[src/rtl/adder_pkg.sv]
`default_nettype none
// ============================================================================
// Module   : adder_pkg
// Purpose  : Shared defaults and sizing helpers for the pipelined adder.
// Revision : 1.0
// ============================================================================
package adder_pkg;

    localparam int c_DEFAULT_WIDTH  = 32;
    localparam int c_DEFAULT_STAGES = 4;

    function automatic int chunk_width(input int width, input int stages);
        return width / stages;
    endfunction

    // Operand-B bits still waiting to be consumed are packed back to back,
    // stage k owning (width - (k+1)*chunk) bits; this returns where stage k starts.
    function automatic int bpipe_offset(input int width, input int chunk, input int k);
        return k * width - (chunk * k * (k + 1)) / 2;
    endfunction

endpackage : adder_pkg
`default_nettype wire

[src/rtl/adder_stage.sv]
`default_nettype none
// ============================================================================
// Module   : adder_stage
// Purpose  : One CHUNK-bit slice of the pipelined adder with valid/ready hold.
// Revision : 1.0
// ============================================================================
module adder_stage #(
    parameter int WIDTH = 32,
    parameter int CHUNK = 8,
    parameter int IDX   = 0
) (
    input  logic             clk,
    input  logic             rstN,
    input  logic             valid_i,
    input  logic [WIDTH-1:0] word_i,
    input  logic [CHUNK-1:0] b_i,
    input  logic             carry_i,
    input  logic             ready_i,
    output logic             valid_o,
    output logic [WIDTH-1:0] word_o,
    output logic             carry_o
);

    localparam int c_LO = IDX * CHUNK;

    logic             valid_q;
    logic             valid_d;
    logic             carry_q;
    logic             carry_d;
    logic [WIDTH-1:0] word_q;
    logic [WIDTH-1:0] word_d;

    logic             w_ready;
    logic             w_load;
    logic [CHUNK:0]   w_chunk_sum;

    assign w_ready     = !valid_q || ready_i;
    assign w_load      = valid_i && w_ready;
    assign w_chunk_sum = {1'b0, word_i[c_LO +: CHUNK]} + {1'b0, b_i} + {{CHUNK{1'b0}}, carry_i};

    // The word holds finished sum bits below this chunk and raw operand A above it.
    always_comb begin
        valid_d = valid_q;
        carry_d = carry_q;
        word_d  = word_q;
        if (w_ready) begin
            valid_d = valid_i;
        end
        if (w_load) begin
            word_d               = word_i;
            word_d[c_LO +: CHUNK] = w_chunk_sum[CHUNK-1:0];
            carry_d              = w_chunk_sum[CHUNK];
        end
    end

    always_ff @(posedge clk or negedge rstN) begin
        if (!rstN) begin
            valid_q <= 1'b0;
            carry_q <= 1'b0;
            word_q  <= '0;
        end else begin
            valid_q <= valid_d;
            carry_q <= carry_d;
            word_q  <= word_d;
        end
    end

    assign valid_o = valid_q;
    assign word_o  = word_q;
    assign carry_o = carry_q;

endmodule : adder_stage
`default_nettype wire

[src/rtl/pipe_adder.sv]
`default_nettype none
// ============================================================================
// Module   : pipe_adder
// Purpose  : STAGES-deep ripple-by-chunk adder with elastic valid/ready flow.
//            Define ADDER_OVERFLOW_EN to add the signed 'overflow' output.
//            Requires STAGES >= 2 and WIDTH % STAGES == 0.
// Revision : 1.0
// ============================================================================
module pipe_adder
    import adder_pkg::*;
#(
    parameter int WIDTH  = c_DEFAULT_WIDTH,
    parameter int STAGES = c_DEFAULT_STAGES
) (
    input  logic             clk,
    input  logic             rstN,
    input  logic             inValid,
    output logic             inReady,
    input  logic [WIDTH-1:0] in1,
    input  logic [WIDTH-1:0] in2,
    input  logic             cIn,
    output logic             outValid,
    input  logic             outReady,
    output logic [WIDTH-1:0] sum,
    output logic             cOut
`ifdef ADDER_OVERFLOW_EN
    ,
    output logic             overflow
`endif
);

    localparam int c_CHUNK   = chunk_width(WIDTH, STAGES);
    localparam int c_BPIPE_W = bpipe_offset(WIDTH, c_CHUNK, STAGES - 1);
`ifdef ADDER_OVERFLOW_EN
    localparam int c_ACC_N   = STAGES;
`else
    localparam int c_ACC_N   = STAGES - 1;
`endif

    logic [STAGES-1:0]  w_valid_in;
    logic [STAGES-1:0]  w_valid_out;
    logic [STAGES-1:0]  w_carry_in;
    logic [STAGES-1:0]  w_carry_out;
    logic [STAGES-1:0]  w_ready_nxt;
    logic [WIDTH-1:0]   w_word_in  [STAGES];
    logic [WIDTH-1:0]   w_word_out [STAGES];
    logic [c_CHUNK-1:0] w_b_chunk  [STAGES];
    wire  [c_BPIPE_W-1:0] w_bpipe;
    logic [c_ACC_N-1:0] w_accept;

    // Stage k may advance unless every stage from k+1 to the output is full and stalled.
    always_comb begin
        logic w_down_full;
        w_down_full = 1'b1;
        w_ready_nxt = '0;
        for (int k = STAGES - 1; k >= 0; k--) begin
            w_ready_nxt[k] = outReady || !w_down_full;
            w_down_full    = w_down_full && w_valid_out[k];
        end
    end

    always_comb begin
        w_accept = '0;
        for (int k = 0; k < c_ACC_N; k++) begin
            w_accept[k] = w_valid_in[k] && (!w_valid_out[k] || w_ready_nxt[k]);
        end
    end

    assign inReady = !w_valid_out[0] || w_ready_nxt[0];

    for (genvar k = 0; k < STAGES; k++) begin : g_stage
        if (k == 0) begin : g_first
            assign w_valid_in[k] = inValid;
            assign w_word_in[k]  = in1;
            assign w_b_chunk[k]  = in2[c_CHUNK-1:0];
            assign w_carry_in[k] = cIn;
        end else begin : g_chain
            assign w_valid_in[k] = w_valid_out[k-1];
            assign w_word_in[k]  = w_word_out[k-1];
            assign w_b_chunk[k]  = w_bpipe[bpipe_offset(WIDTH, c_CHUNK, k - 1) +: c_CHUNK];
            assign w_carry_in[k] = w_carry_out[k-1];
        end

        adder_stage #(
            .WIDTH (WIDTH),
            .CHUNK (c_CHUNK),
            .IDX   (k)
        ) u_stage (
            .clk     (clk),
            .rstN    (rstN),
            .valid_i (w_valid_in[k]),
            .word_i  (w_word_in[k]),
            .b_i     (w_b_chunk[k]),
            .carry_i (w_carry_in[k]),
            .ready_i (w_ready_nxt[k]),
            .valid_o (w_valid_out[k]),
            .word_o  (w_word_out[k]),
            .carry_o (w_carry_out[k])
        );
    end

    // Unconsumed upper bits of operand B travel alongside the stage that owns them.
    for (genvar k = 0; k < STAGES - 1; k++) begin : g_bpipe
        localparam int c_OFF = bpipe_offset(WIDTH, c_CHUNK, k);
        localparam int c_BW  = WIDTH - (k + 1) * c_CHUNK;

        logic [c_BW-1:0] bseg_q;
        logic [c_BW-1:0] bseg_d;

        if (k == 0) begin : g_src_in
            assign bseg_d = w_accept[k] ? in2[WIDTH-1:c_CHUNK] : bseg_q;
        end else begin : g_src_pipe
            assign bseg_d = w_accept[k]
                          ? w_bpipe[bpipe_offset(WIDTH, c_CHUNK, k - 1) + c_CHUNK +: c_BW]
                          : bseg_q;
        end

        always_ff @(posedge clk or negedge rstN) begin
            if (!rstN) begin
                bseg_q <= '0;
            end else begin
                bseg_q <= bseg_d;
            end
        end

        assign w_bpipe[c_OFF +: c_BW] = bseg_q;
    end

    assign outValid = w_valid_out[STAGES-1];
    assign sum      = w_word_out[STAGES-1];
    assign cOut     = w_carry_out[STAGES-1];

`ifdef ADDER_OVERFLOW_EN
    // Carry into the MSB is recovered as a^b^sum at the MSB, so only a^b rides along.
    logic [STAGES-1:0] msbx_q;
    logic [STAGES-1:0] msbx_d;
    logic [STAGES-1:0] w_msbx_src;

    assign w_msbx_src = {msbx_q[STAGES-2:0], in1[WIDTH-1] ^ in2[WIDTH-1]};

    always_comb begin
        msbx_d = msbx_q;
        for (int k = 0; k < STAGES; k++) begin
            if (w_accept[k]) begin
                msbx_d[k] = w_msbx_src[k];
            end
        end
    end

    always_ff @(posedge clk or negedge rstN) begin
        if (!rstN) begin
            msbx_q <= '0;
        end else begin
            msbx_q <= msbx_d;
        end
    end

    assign overflow = cOut ^ msbx_q[STAGES-1] ^ sum[WIDTH-1];
`endif

endmodule : pipe_adder
`default_nettype wire

[config.mk]
export PLATFORM = sky130hd
export DESIGN_NAME = pipe_adder
export DESIGN_NICKNAME = d
export VERILOG_FILES = /design/src/rtl/adder_pkg.sv /design/src/rtl/adder_stage.sv /design/src/rtl/pipe_adder.sv
export SDC_FILE = /design/constraint.sdc
export NUM_CORES = 1
export LEC_CHECK = 0
export ABC_AREA = 1
export ABC_CLOCK_PERIOD_IN_PS = 2300
export CAP_MARGIN = 20
export CORE_UTILIZATION = 56
export CTS_CLUSTER_DIAMETER = 120
export DETAILED_ROUTE_END_ITERATION = 10
export PLACE_DENSITY = 0.8
export SETUP_SLACK_MARGIN = 0.05
export SKIP_LAST_GASP = 1
export SLEW_MARGIN = 20
export SYNTH_ARGS = -nofsm -noshare
export SYNTH_HDL_FRONTEND = slang
export SYNTH_HIERARCHICAL = 1
export SYNTH_SLANG_ARGS = --single-unit
[constraint.sdc]
create_clock -name clk -period 2.3 [get_ports clk]
set_clock_uncertainty 0.05 [all_clocks]
set_input_delay 0.46 -clock clk [delete_from_list [all_inputs] [get_ports clk]]
set_output_delay 0.46 -clock clk [all_outputs]
set_load 0.02 [all_outputs]
==> flow_summary_export.csv, run 1 <==
group,metric,value,unit
run_status,status,"finished clean",
sta,hold_violations,0,
pwr,p_sw_share,36.84,%
pwr,combPwrFrac,36.3,%
floorplanning,dieWidth,125.8,µm
critical_path,timing.rr.start,"g_bpipe[2].bseg_q[0]",
sta,period_share,91.33,%
routing,routed_wl,17.66,mm
global_route,overflow,0,
yosys,yosysSeqAreaShare,53.61,%
layout,layout-drive-gt1-share,8.622,%
place,hpwl,12.54,mm
pwr,leakagePower,5.558,nW
routing,via_count,6606,
floorplanning,placementRows,44,
pwr,pwr-share-seq,39.6,%
yosys,yosysTopAreaCellShare,53.61,%
floorplanning,die_h,125.8,µm
yosys,yosysWarningCount,6,
routing,drc_errors,0,
floorplanning,ios,104,
hold_path,hp-class,"reg -> reg",
yosys,synth_area_leaders,"dfrtp_1 54%, nand2_1 23%, nand3_1 4.8%",
yosys,avgSynthCellArea,8.563,µm²
floorplanning,core,14750,µm²
layout,diodes,0,
yosys,yosysMostFrequentCell,"nand2_1",
run,maxCapViolCount,0,
yosys,ys_ff_latch,184,
global_route,grt_pass1_vias,6191,
pwr,power_density,1226,nW/µm²
sta,max_slew_margin,63.84,%
sta,timing.hold.ws,421.6,ps
critical_path,ff2ff_setup_slack,270,ps
critical_path,cp.arrival,1590,ps
routing,firstDrtPassIters,5,
critical_path,criticalPathCategory,"in -> out",
yosys,syn_area,8588,µm²
hold_path,min_from,"g_stage[0].u_stage/word_o[24]",
sta,worst_pin_slew,541.6,ps
clock_tree,clk_path_buf_depth,2,
global_route,grt_pass1_wl,29.91,mm
routing,drt-vias-per-instance,5.047,
critical_path,cp_data_required_time,1790,ps
yosys,synth_edf_count,0,
clock_tree,clkLatencyLatePin,430,ps
sta,drv_slew,0,
sta,setup-tns-final,0,ps
clock_tree,cts_root_buffer,"clkbuf_16",
yosys,synth_ff_type,"dfrtp_1",
yosys,async_flop_share,100.0,%
yosys,syn_nets,1108,
global_route,grt_max_degree,55,
place,gp_congestion,0.8242,
global_route,grtUsageTotal,23.97,%
place,dpl_cell_area,9782,µm²
sta,maxClockFrequency,476.1,MHz
critical_path,start_kind,"input pin",
routing,antenna_left,0,
pwr,ir_worst_vdd,0.8082,mV
place,placement.io_buffers,103,
pwr,power.internal,8.061,mW
clock_tree,htree_num_levels,4,
floorplanning,start_util,58.21,%
critical_path,crit_start,"outReady",
critical_path,worstSetupEndpointType,"primary output",
layout,nNetsFinal,1218,
routing,wire_per_inst,13.49,µm
floorplanning,die_area,15840,µm²
clock_tree,cts_buffers,17,
yosys,ys_types,29,
pwr,clkPwrFrac,24.1,%
critical_path,critPathMaxFanout,3,
global_route,grt_antenna_before_repair,0,
yosys,synth_commonest_cells,"522 x nand2_1, 184 x dfrtp_1, 82 x nand3_1, 42 x inv_1, 28 x ha_1",
clock_tree,cts_tree,"done",
sta,finalCriticalPeriod,2101,ps
sta,rsz0062_at_grt,"false",
pwr,p_sw,4.702,mW
clock_tree,cts_sinks,184,
clock_tree,clkTransAtPathRegs,70,ps
layout,syn2layout_area_growth,21.26,%
layout,fin_area,10410,µm²
routing,drtIter0Drc,527,
yosys,syn_inst,1003,
sta,finalSetupViolCount,0,
yosys,yosysTopAreaCell,"dfrtp_1",
## what timing repair did
item | 4_1_cts | 5_1_grt
endpoints found under the setup margin | 1 | 0
endpoints found under the hold margin | 48 | 0
hold buffers | 1 | 0
setup buffers | 0 | 0
resized for setup | 1 | 0
## power groups by stage
stage | logic, mW | registers [mW] | clock network [mW]
global route | 5.22 | 5.18 | 3.25
global placement | 4.45 | 5.06 | 0
floorplan | 2.97 | 5.21 | 0
CTS | 4.65 | 5.05 | 3.11
detailed placement | 4.60 | 5.09 | 0
finish | 4.63 | 5.05 | 3.08
## layout by cell type (no fill, tap or decap), types with 2 or more instances in the layout
cell	count
inv_8	2
inv_2	5
a21oi_4	3
a211oi_1	3
nand2_1	522
xnor2_1	6
a21oi_1	17
clkdlybuf4s50_1	101
o21ai_1	8
o21ai_0	4
buf_12	2
nand2_4	8
bufinv_16	4
fa_1	8
buf_4	22
ha_1	28
nand2_2	17
clkbuf_16	17
nor2_1	14
inv_1	42
or2_4	4
nand3_1	82
dfrtp_1	184
clkinv_4	3
clkinv_2	4
nand3b_1	6
## layer usage
layer	vias up	routed length [µm]	share of wire (%)	track usage, %
met5	-	0	0	0
met4	0	210	1.2	7.938
met3	19	755	4.3	4.588
met2	157	7851	44	36.05
met1	3081	8837	50	35.26
li1	3349	-	-	-
## path summary, 6_finish.rpt
path	endpoint	cells after the start
min in group asynchronous	g_bpipe[0].bseg_q[21]	2
max in group asynchronous	g_stage[2].u_stage/word_o[29]	3
min	g_stage[1].u_stage/word_o[24]	2
max	inReady	4
max reg2reg	g_stage[3].u_stage/word_o[30]	9
min reg2reg	g_stage[1].u_stage/word_o[24]	2
## critical path, stage by stage
cell and delay [ps]:
clkdlybuf4s50_1 490, nor2_4 210, nand3_4 100, dlygate4sd2_1 330
## kinds of logic (layout without fill, tap and decap cells)
family / count (synthesis) / after routing / share of synthesized area (%)
compound gates: 36 / 36 / 2.666
xor+xnor: 6 / 6 / 0.6119
fa+ha+maj: 36 / 36 / 5.944
buf+inv: 85 / 207 / 5.288
flops: 184 / 184 / 53.61
simple gates: 656 / 656 / 31.88
## registers in the layout, indices dropped and copies added (netlist names)
register and count:
g_stage.u_stage/word_o 128, g_bpipe.bseg_q 48, g_stage.u_stage/carry_o 4, g_stage.u_stage/valid_o 4
## area by class of cell
class / instances / area [µm²]
clock buffer: 17 / 425.4
clock inverter: 14 / 197.7
fill: 1135 / 4340
inverter: 48 / 180.2
multi-input combinational: 734 / 3530
sequential: 184 / 4604
tap: 184 / 230.2
timing repair buffer: 128 / 1246
## per-stage QoR
step	worst slack, ps	utilization [%]	std cells	total power [mW]
6_report	199.5	70.58	1309	12.76
5_1_grt	134.4	70.58	1309	13.65
4_1_cts	207.9	70.58	1309	12.81
3_5_place_dp	-114.0	66.30	1277	9.690
3_3_place_gp	-80.36	66.30	1277	9.514
2_1_floorplan	412.2	-	1003	8.185
No activity file was read; power rests on OpenSTA's default activity.
==> run 2, diff against run 1 <==
--- a/config.mk
+++ b/config.mk
@@ -14,7 +14,7 @@
 export PLACE_DENSITY = 0.8
 export SETUP_SLACK_MARGIN = 0.05
 export SKIP_LAST_GASP = 1
-export SLEW_MARGIN = 20
+export SLEW_MARGIN = 15
 export SYNTH_ARGS = -nofsm -noshare
 export SYNTH_HDL_FRONTEND = slang
 export SYNTH_HIERARCHICAL = 1
==> results of run 2 <==
Final layout, timing and power as in run 1 (identical DEF).
